## src/rtl/gate_seq_pkg.sv

```systemverilog
// gate_seq_pkg: shared types and default parameters for the gate_not sequencer.
//   seq_state_t     - sequencer FSM state encoding
//   TEST_NUMBER_DEF - default number of vectors per run
//   DELAY_DEF       - default settle cycles per vector
package gate_seq_pkg;

    typedef enum logic [1:0] {
        StIdle   = 2'd0,
        StSettle = 2'd1,
        StCheck  = 2'd2,
        StDone   = 2'd3
    } seq_state_t;

    localparam int unsigned TEST_NUMBER_DEF = 5;
    localparam int unsigned DELAY_DEF       = 1;

endpackage

```

## src/rtl/gate_seq_if.sv

```systemverilog
// gate_seq_if: bundles the sequencer's start/status register side and the
// gate stimulus/response side into one port.
//   master - sequencer view: start and gate responses in; stimulus and status out
//   slave  - environment view: drives start and the gate responses
interface gate_seq_if
    import gate_seq_pkg::*;
#(
    parameter int unsigned CNT_W = $clog2(TEST_NUMBER_DEF + 1)
) ();

    logic             start;
    logic             resp_logic;
    logic             resp_instance;
    logic             stim;
    logic             busy;
    logic             done;
    logic             pass;
    logic [CNT_W-1:0] vec_idx;
    logic [CNT_W-1:0] err_count;
    logic [CNT_W-1:0] first_fail;

    modport master (
        input  start, resp_logic, resp_instance,
        output stim, busy, done, pass, vec_idx, err_count, first_fail
    );

    modport slave (
        output start, resp_logic, resp_instance,
        input  stim, busy, done, pass, vec_idx, err_count, first_fail
    );

endinterface

```

## src/rtl/delay_timer.sv

```systemverilog
// delay_timer: loadable down-counter that times the per-vector settle window.
//   clk, rst - clock and asynchronous active-high reset
//   load_i   - load DELAY-1 (takes priority over dec_i)
//   dec_i    - decrement by one; holds at zero
//   zero_o   - counter is zero
module delay_timer #(
    parameter int unsigned DELAY = 1
) (
    input  logic clk,
    input  logic rst,
    input  logic load_i,
    input  logic dec_i,
    output logic zero_o
);

    // Counter only has to hold DELAY-1; keep at least one bit for DELAY=1.
    localparam int unsigned W = (DELAY > 1) ? $clog2(DELAY) : 1;
    localparam logic [W-1:0] LoadVal = W'(DELAY - 1);

    logic [W-1:0] cnt_q, cnt_d;

    always_comb begin
        cnt_d = cnt_q;
        if (load_i) begin
            cnt_d = LoadVal;
        end else if (dec_i && (cnt_q != '0)) begin
            cnt_d = cnt_q - W'(1);
        end
    end

    always_ff @(posedge clk or posedge rst) begin
        if (rst) begin
            cnt_q <= '0;
        end else begin
            cnt_q <= cnt_d;
        end
    end

    assign zero_o = (cnt_q == '0);

endmodule

```

## src/rtl/gate_seq_ctrl.sv

```systemverilog
// gate_seq_ctrl: clocked self-checking sequencer for the gate_not inverter.
// Drives a toggling stimulus starting at 0, waits DELAY settle cycles per
// vector, then checks both gate outputs against ~stim.
//   clk, rst - clock and asynchronous active-high reset
//   bus      - gate_seq_if.master: start, resp_logic, resp_instance in;
//              stim, busy, done, pass, vec_idx, err_count, first_fail out
module gate_seq_ctrl
    import gate_seq_pkg::*;
#(
    parameter int unsigned TEST_NUMBER = TEST_NUMBER_DEF,
    parameter int unsigned DELAY       = DELAY_DEF,
    parameter int unsigned CNT_W       = $clog2(TEST_NUMBER + 1)
) (
    input  logic       clk,
    input  logic       rst,
    gate_seq_if.master bus
);

    localparam logic [CNT_W-1:0] LastIdx = CNT_W'(TEST_NUMBER - 1);

    seq_state_t       state_q, state_d;
    logic             stim_q, stim_d;
    logic             busy_q, busy_d;
    logic             done_q, done_d;
    logic             pass_q, pass_d;
    logic [CNT_W-1:0] vec_idx_q, vec_idx_d;
    logic [CNT_W-1:0] err_q, err_d;
    logic [CNT_W-1:0] first_q, first_d;

    logic             tmr_load, tmr_dec, tmr_zero;
    logic             expected, mismatch;
    logic [CNT_W-1:0] err_inc;

    delay_timer #(
        .DELAY (DELAY)
    ) u_timer (
        .clk    (clk),
        .rst    (rst),
        .load_i (tmr_load),
        .dec_i  (tmr_dec),
        .zero_o (tmr_zero)
    );

    always_comb begin
        expected = ~stim_q;
        mismatch = (bus.resp_logic != expected) || (bus.resp_instance != expected);
        // Saturate rather than wrap so a long failing run never reads as clean.
        err_inc  = (mismatch && (err_q != '1)) ? err_q + CNT_W'(1) : err_q;
    end

    always_comb begin
        state_d   = state_q;
        stim_d    = stim_q;
        busy_d    = busy_q;
        done_d    = done_q;
        pass_d    = pass_q;
        vec_idx_d = vec_idx_q;
        err_d     = err_q;
        first_d   = first_q;
        tmr_load  = 1'b0;
        tmr_dec   = 1'b0;

        unique case (state_q)
            StIdle, StDone: begin
                if (bus.start) begin
                    state_d   = StSettle;
                    stim_d    = 1'b0;
                    vec_idx_d = '0;
                    err_d     = '0;
                    first_d   = '0;
                    done_d    = 1'b0;
                    pass_d    = 1'b0;
                    busy_d    = 1'b1;
                    tmr_load  = 1'b1;
                end
            end
            StSettle: begin
                if (tmr_zero) begin
                    state_d = StCheck;
                end else begin
                    tmr_dec = 1'b1;
                end
            end
            StCheck: begin
                err_d = err_inc;
                if (mismatch && (err_q == '0)) begin
                    first_d = vec_idx_q;
                end
                if (vec_idx_q == LastIdx) begin
                    state_d = StDone;
                    busy_d  = 1'b0;
                    done_d  = 1'b1;
                    pass_d  = (err_inc == '0);
                end else begin
                    state_d   = StSettle;
                    vec_idx_d = vec_idx_q + CNT_W'(1);
                    stim_d    = ~stim_q;
                    tmr_load  = 1'b1;
                end
            end
            default: state_d = StIdle;
        endcase
    end

    always_ff @(posedge clk or posedge rst) begin
        if (rst) begin
            state_q   <= StIdle;
            stim_q    <= 1'b0;
            busy_q    <= 1'b0;
            done_q    <= 1'b0;
            pass_q    <= 1'b0;
            vec_idx_q <= '0;
            err_q     <= '0;
            first_q   <= '0;
        end else begin
            state_q   <= state_d;
            stim_q    <= stim_d;
            busy_q    <= busy_d;
            done_q    <= done_d;
            pass_q    <= pass_d;
            vec_idx_q <= vec_idx_d;
            err_q     <= err_d;
            first_q   <= first_d;
        end
    end

    assign bus.stim       = stim_q;
    assign bus.busy       = busy_q;
    assign bus.done       = done_q;
    assign bus.pass       = pass_q;
    assign bus.vec_idx    = vec_idx_q;
    assign bus.err_count  = err_q;
    assign bus.first_fail = first_q;

endmodule

```

## src/flat_wrapper.sv

```systemverilog
// flat-port wrapper written by rule: the top's interface ports become plain ports
module gate_seq_ctrl_flat import gate_seq_pkg::*;
#(
    parameter int unsigned TEST_NUMBER = TEST_NUMBER_DEF,
    parameter int unsigned DELAY       = DELAY_DEF,
    parameter int unsigned CNT_W       = $clog2(TEST_NUMBER + 1)
)
  (clk, rst, bus_start, bus_resp_logic, bus_resp_instance, bus_stim, bus_busy, bus_done, bus_pass, bus_vec_idx, bus_err_count, bus_first_fail);
  gate_seq_if #(.CNT_W(CNT_W)) bus_i ();
  input  logic clk;
  input  logic rst;
  input wire logic [$bits(bus_i.start)-1:0] bus_start;
  input wire logic [$bits(bus_i.resp_logic)-1:0] bus_resp_logic;
  input wire logic [$bits(bus_i.resp_instance)-1:0] bus_resp_instance;
  output wire logic [$bits(bus_i.stim)-1:0] bus_stim;
  output wire logic [$bits(bus_i.busy)-1:0] bus_busy;
  output wire logic [$bits(bus_i.done)-1:0] bus_done;
  output wire logic [$bits(bus_i.pass)-1:0] bus_pass;
  output wire logic [$bits(bus_i.vec_idx)-1:0] bus_vec_idx;
  output wire logic [$bits(bus_i.err_count)-1:0] bus_err_count;
  output wire logic [$bits(bus_i.first_fail)-1:0] bus_first_fail;
  assign bus_i.start = bus_start;
  assign bus_i.resp_logic = bus_resp_logic;
  assign bus_i.resp_instance = bus_resp_instance;
  assign bus_stim = bus_i.stim;
  assign bus_busy = bus_i.busy;
  assign bus_done = bus_i.done;
  assign bus_pass = bus_i.pass;
  assign bus_vec_idx = bus_i.vec_idx;
  assign bus_err_count = bus_i.err_count;
  assign bus_first_fail = bus_i.first_fail;
  gate_seq_ctrl #(.TEST_NUMBER(TEST_NUMBER), .DELAY(DELAY), .CNT_W(CNT_W)) u_core (.clk(clk), .rst(rst), .bus(bus_i));
endmodule
```

## config.mk

```make
export PLATFORM = sky130hd
export DESIGN_NAME = gate_seq_ctrl_flat
export DESIGN_NICKNAME = d
export VERILOG_FILES = /design/src/rtl/gate_seq_pkg.sv /design/src/rtl/gate_seq_if.sv /design/src/rtl/delay_timer.sv /design/src/rtl/gate_seq_ctrl.sv /design/src/flat_wrapper.sv
export SDC_FILE = /design/constraint.sdc
export NUM_CORES = 1
export LEC_CHECK = 0
export CAP_MARGIN = 0
export CELL_PAD_IN_SITES_DETAIL_PLACEMENT = 2
export CELL_PAD_IN_SITES_GLOBAL_PLACEMENT = 2
export CORE_MARGIN = 3
export CORE_UTILIZATION = 34
export DETAILED_ROUTE_END_ITERATION = 7
export PLACE_DENSITY_LB_ADDON = 0.1
export SETUP_SLACK_MARGIN = 0.2
export SYNTH_ARGS = -nofsm -noshare
export SYNTH_HDL_FRONTEND = slang
export SYNTH_SLANG_ARGS = --single-unit
```

## constraint.sdc

```tcl
create_clock -name clk -period 5.6 [get_ports clk]
set_clock_uncertainty 0.2 [all_clocks]
set_input_delay 1.12 -clock clk [delete_from_list [all_inputs] [get_ports clk]]
set_output_delay 1.12 -clock clk [all_outputs]
set_load 0.03 [all_outputs]
```

==> flow_summary.ini, run 1 <==
[outcome]
status = finished, final reports clean

[detailed_routing]
dr.first_iter.drc_count = 17
wire_per_inst_um = 17.9
drc = 0
vias = 883
drt_wl_total_um = 2780
vias_per_cell = 5.70
ant_nets = 0
drtPass1Iterations = 4

[sta]
worstMarginPinSlew_ns = 0.627
fin_setup_tns_ns = 0
final-setup-viol-count = 0
rsz0062_at_grt = false
slew_headroom_pct = 57.0
finalCriticalPeriod_ns = 2.85
max_freq_mhz = 351
hold_viol = 0
min_period_over_period_pct = 50.8
setup_slack_ns = 2.75
slew_violations = 0

[cts]
clock-root-buffer = clkbuf_4
hold_buffers = 0
clkTransAtPathRegs_ns = 0.09
clkLatencyLatePin_ns = 0.28
clkSinkCount = 16
htree_levels = 1
cts-buffers-inserted = 3
post-cts-setup-buffers = 0
clockBufferDepth = 2
cts_resized = 0
tritoncts = done

[global_routing]
grt_pass1_wl_um = 4680
grt_max_degree = 17
antenna_found_initial = 0
grt_use_total_pct = 17.1
grt_pass1_vias = 958
overflow = 0

[final_layout]
nets = 138
diodes = 0
final_cell_area_um2 = 1260
final_cells = 155
syn_to_final_growth_pct = 22.1
post-route-util_pct = 44.5
final_layout_size_suffix_gt1_share_pct = 7.26

[flow_run]
drv_cap = 0

[synthesis]
avgSynthCellArea_um2 = 9.82
synth_nets = 117
synth-xor-area-share_pct = 0.850
synth_cell_types = 36
synth_compound_gate_area_share_pct = 19.9
synth-seq-cells = 16
synthSimpleGateAreaFrac_pct = 21.7
synth_top_family_by_area = simple AND/OR/NAND/NOR gates
synth_top_area_cell = dfrtp_1
synth_mux_area_share_pct = 5.83
ys_top_cells_by_area = dfrtp_1 39%, ha_1 8.5%, mux2i_1 5.8%
synth_warnings = 0
synthAdderAreaFrac_pct = 8.50
synth_cells = 105
syn-cell-area_um2 = 1030
yosysSeqAreaShare_pct = 38.8
yosys.area.top_type_share_pct = 38.8

[placement]
dp.cells = 152
gp_congestion = 0.781
io_buffers = 17
pre_cts_slack_ns = 2.53
hpwl_um = 2190
placed_cell_area_um2 = 1240

[pwr]
ir_drop_mv = 0.213
p_sw_share_pct = 46.8
power.internal_mw = 0.317
power.clock.fraction_pct = 10.1
pwr-share-comb_pct = 60.9
p_leak_nw = 0.574
p_per_area_nw_per_um2 = 473
pwr-share-seq_pct = 28.9
power.switching_mw = 0.279

[setup_path]
worst_path_largest_cell_delay_ns = 0.73
critPathLaunchType = flip-flop
critPathSlowestCell = clkdlybuf4s50_1
critPathKind = reg -> out
critPathCaptureType = output pin
crit_family = buffers and inverters
worstPathCellList = clkdlybuf4s50_1
worstPathMaxFanout = 6
arrival_ns = 1.53
cp_data_required_time_ns = 4.28
path_buf_inv = 1

[min_path]
min_path_type = reg -> reg

[floorplanning]
chipWidth_um = 61.1
rows = 19
die_h_um = 61.1
pin_count = 18
die_area_um2 = 3730
start_util_pct = 36.4
coreArea_um2 = 2830
==> state kept, by name, summed over array words and instances, names as in the netlist <==
signal / flops
u_core.bus.pass: 1
u_core.bus.vec_idx: 3
u_core.bus.first_fail: 3
u_core.bus.done: 1
u_core.state_q: 2
u_core.bus.err_count: 3
u_core.bus.stim: 1
u_core.u_timer.cnt_q: 1
u_core.bus.busy: 1
==> worst min-delay path, delay by kind of cell, from the launching register on <==
family	cells	cell delay (ns)
compound gates	1	0.05
flops	1	0.36
simple gates	1	0.07
==> cell families (layout without fill, tap and decap cells) <==
| logic type | after synthesis | after routing |
|---|---|---|
| xor gates and xnor gates | 1 | 1 |
| buffers and inverters | 12 | 31 |
| AOI/OAI and AO/OA | 28 | 28 |
| DFF | 16 | 16 |
| and+or+nand+nor | 35 | 35 |
| muxes | 6 | 6 |
| adders and majority gates | 7 | 7 |
==> synth_stat cells (all sizes together) <==
cell type / instances
a21boi: 1
a21o: 1
a21oi: 4
a221oi: 1
a31oi: 2
a32o: 3
a32oi: 1
a41oi: 1
and2: 2
and2b: 1
and3b: 1
clkbuf: 1
dfrtp: 16
ha: 7
inv: 11
mux2i: 6
nand2: 8
nand2b: 4
nand3: 1
nand3b: 1
nor2: 8
nor3: 2
nor3b: 5
nor4b: 1
o211a: 1
o21a: 1
o21ai: 7
o221a: 1
o22ai: 2
o31a: 1
o41ai: 1
or3: 1
xnor2: 1
==> cells in the final DEF, fill, tap and decap left out, drive strengths merged <==
master	netlist	final
nand2b	4	4
nor3	2	2
a221oi	1	1
a32oi	1	1
xnor2	1	1
a21oi	4	4
a21boi	1	1
o31a	1	1
a21o	1	1
clkbuf	1	3
nor4b	1	1
a32o	3	3
ha	7	7
nor3b	5	5
and3b	1	1
nand2	8	8
o221a	1	1
and2	2	2
inv	11	11
a41oi	1	1
or3	1	1
clkdlybuf4s50	0	17
nor2	8	8
dfrtp	16	16
nand3	1	1
o211a	1	1
o22ai	2	2
nand3b	1	1
a31oi	2	2
mux2i	6	6
o41ai	1	1
o21a	1	1
o21ai	7	7
and2b	1	1
==> per-layer routing <==
metal	share of wire (%)	routed length, um	global-route usage, %	vias to the layer above
met3	2.7	75	4.19	2
met2	52	1450	28.7	11
met5	0	0	0	-
met1	45	1240	22.4	450
met4	0.61	17	3.72	0
li1	-	-	-	420
==> path summary, 6_finish.rpt <==
path                                                      from                          endpoint  slack, ns  cells after the start
setup / recovery           u_core.bus.err_count[2]$_DFFE_PP0P_                  bus_err_count[2]       2.75                      1
hold reg to reg                    u_core.bus.pass$_DFFE_PP0P_       u_core.bus.pass$_DFFE_PP0P_       0.30                      2
max in group asynchronous                                  rst  u_core.u_timer.cnt_q$_DFFE_PP0P_       3.78                      2
setup reg to reg                 u_core.state_q[0]$_DFFE_PP0P_       u_core.bus.pass$_DFFE_PP0P_       3.32                      5
min in group asynchronous                                  rst       u_core.bus.busy$_DFFE_PP0P_       1.01                      2
hold / removal                     u_core.bus.pass$_DFFE_PP0P_       u_core.bus.pass$_DFFE_PP0P_       0.30                      2
==> area by class of cell <==
class,instances,area [um^2]
clock buffers,3,22.5
fillers,328,1570
inverters,11,41.3
multi-input cells,77,586
flip-flops and latches,16,400
well taps,31,38.8
repair buffers,17,170
==> stage by stage <==
stage | hold slack, ns | total power, mW
global placement | 0.276 | 0.529
finish | 0.298 | 0.596
CTS | 0.302 | 0.605
global route | 0.337 | 0.646
floorplan | 0.300 | 0.427
detailed placement | 0.287 | 0.541
==> power by group through the flow <==
stage	registers [mW]	clock network (mW)	logic, mW
after floorplan	0.201	0	0.225
after global placement	0.173	0	0.356
after detailed placement	0.176	0	0.365
after CTS	0.174	0.0636	0.368
after global routing	0.177	0.0687	0.399
final	0.172	0.0604	0.363
No activity file was read; power rests on OpenSTA's default activity.
==> run 2, diff against run 1 <==
--- a/config.mk
+++ b/config.mk
@@ -9,7 +9,7 @@
 export CELL_PAD_IN_SITES_DETAIL_PLACEMENT = 2
 export CELL_PAD_IN_SITES_GLOBAL_PLACEMENT = 2
 export CORE_MARGIN = 3
-export CORE_UTILIZATION = 34
+export CORE_UTILIZATION = 29
 export DETAILED_ROUTE_END_ITERATION = 7
 export PLACE_DENSITY_LB_ADDON = 0.1
 export SETUP_SLACK_MARGIN = 0.2
==> constraint.sdc (replaced) <==
create_clock -name clk -period 2.4 [get_ports clk]
set_clock_uncertainty 0.2 [all_clocks]
set_input_delay 0.48 -clock clk [delete_from_list [all_inputs] [get_ports clk]]
set_output_delay 0.48 -clock clk [all_outputs]
set_load 0.03 [all_outputs]
==> run 2 against run 1 <==
  * Register-to-register slack lost 3.0 ns
  * First-iteration DRC count is 110% higher
  * Highest routed layer unchanged
  * Cell area is 6.0% higher
  * Utilization is 5.1 points lower
  * Critical path depth is 4 higher
  * Clock power increased by 150%
  * Critical path type is now reg -> reg
  * Sequential power grew 140%
  * Flip-flop and latch count is the same
  * Global-route usage decreased by 0.97 points
  * Final cell count increased by 14%
  * Largest power group unchanged
==> flow_summary.ini, run 2 (synthesis gave the netlist of run 1 again) <==
[detailed_routing]
vias = 900
ant_nets = 0
vias_per_cell = 5.11
drc = 0
wire_per_inst_um = 17.2
drtPass1Iterations = 4
drt_wl_total_um = 3020
dr.first_iter.drc_count = 35

[cts]
hold_buffers = 0
clock-root-buffer = clkbuf_4
tritoncts = done
cts-buffers-inserted = 3
clkLatencyLatePin_ns = 0.30
htree_levels = 1
clockBufferDepth = 2
clkTransAtPathRegs_ns = 0.10
clkSinkCount = 16

[final_layout]
final_layout_size_suffix_gt1_share_pct = 12.3
layout_commonest_cell = dfrtp_1
final_cell_mix = 16 x dfrtp_1, 12 x clkdlybuf4s50_1, 11 x inv_1
diodes = 0
syn_to_final_growth_pct = 29.4
nets = 144
final_cells = 176
fillers = 381

[floorplanning]
die_area_um2 = 4310
die_h_um = 65.6
chipWidth_um = 65.6
pin_count = 18
start_util_pct = 30.4
rows = 21
coreArea_um2 = 3390

[setup_path]
arrival_ns = 2.12
worst_path_largest_cell_delay_ns = 0.42
cp_data_required_time_ns = 2.40
worstPathMaxFanout = 7
critPathKind = reg -> reg
critPathCaptureType = flip-flop
critPathSlowestCell = dfrtp_1
worstPathCellList = inv_1, ha_2, and2b_4, or3_1, o41ai_2
critPathLaunchType = flip-flop
ff2ff_setup_slack_ns = 0.28

[sta]
final-setup-viol-count = 0
max_freq_mhz = 472
finalCriticalPeriod_ns = 2.12
min_period_over_period_pct = 88.3
hold_viol = 0
worstMarginPinSlew_ns = 0.673
whs_ns = 0.294
slew_headroom_pct = 55.1
fin_setup_tns_ns = 0
setup_slack_ns = 0.281
rsz0062_at_grt = true
slew_violations = 0

[placement]
io_buffers = 17
hpwl_um = 2290
dp.cells = 171
gp_congestion = 0.806
pre_cts_slack_ns = 0.0116

[flow_run]
drv_cap = 0

[pwr]
ir_drop_mv = 0.352
finalPower_mw = 1.46
p_per_area_nw_per_um2 = 1100
p_leak_nw = 0.675

[global_routing]
grt_max_degree = 17
overflow = 0
grt_pass1_wl_um = 5190
grt_pass1_vias = 996
grt_use_total_pct = 16.2
antenna_found_initial = 0

[min_path]
min_path_type = reg -> reg

[outcome]
status = finished, final reports clean
## run 2: cell count changes in the layout (fill, tap and decap cells not counted), sizes merged
cell,delta
dlygate4sd2,+1
clkdlybuf4s50,-5
buf,+6
dlymetal6s2s,+4
## run 2: cell type report
type	instances	area, um^2	share of cell area (%)
clock buffer	3	22.5	1.69
timing repair buffer	23	224	16.8
sequential	16	400	30.0
multi-input combinational	77	588	44.1
tap	46	57.6	4.32
inverter	11	41.3	3.10
## run 2: worst max-delay path, delay by kind of cell (launching register included)
family / cells / cell delay, ns
and+or+nand+nor: 2 / 0.63
DFF: 1 / 0.42
AOI/OAI and AO/OA: 1 / 0.35
adders and majority gates: 1 / 0.33
buffers and inverters: 1 / 0.09
## run 2: metal layers
metal | up-vias | share of wire, % | global-route usage (%) | routed length, um
met4 | 0 | 1.8 | 6.99 | 53
met1 | 456 | 45 | 20.1 | 1350
li1 | 430 | - | - | -
met2 | 10 | 52 | 28.2 | 1560
met5 | - | 0 | 0 | 0
met3 | 4 | 1.8 | 1.54 | 55
## run 2: path summary, 6_finish.rpt
kind                                                    start                                    to  cells after the start
worst max register to register  u_core.state_q[0]$_DFFE_PP0P_           u_core.bus.pass$_DFFE_PP0P_                      5
worst max-delay path            u_core.state_q[0]$_DFFE_PP0P_           u_core.bus.pass$_DFFE_PP0P_                      5
worst min-delay path              u_core.bus.done$_DFFE_PP0P_           u_core.bus.done$_DFFE_PP0P_                      2
worst min register to register    u_core.bus.done$_DFFE_PP0P_           u_core.bus.done$_DFFE_PP0P_                      2
min in group asynchronous                                 rst           u_core.bus.done$_DFFE_PP0P_                      2
max in group asynchronous                                 rst  u_core.bus.first_fail[2]$_DFFE_PP0P_                      2
## run 2: where the power goes
group	switching (mW)	internal (mW)
logic	0.512	0.396
registers	0.0772	0.327
clock network	0.0911	0.0584
## run 2: what timing repair did
item,CTS,global route
pin swaps,0,1
resized for setup,1,5
gates cloned,0,0
setup endpoints to repair,1,7
setup buffers,0,2
## run 2: per-stage QoR
step | cell area (um^2) | util [%]
detailed placement | 1280 | 37.9
finish | 1330 | 39.4
global route | 1330 | 39.4
global placement | 1280 | 37.9
CTS | 1310 | 38.5
floorplan | 1030 | -
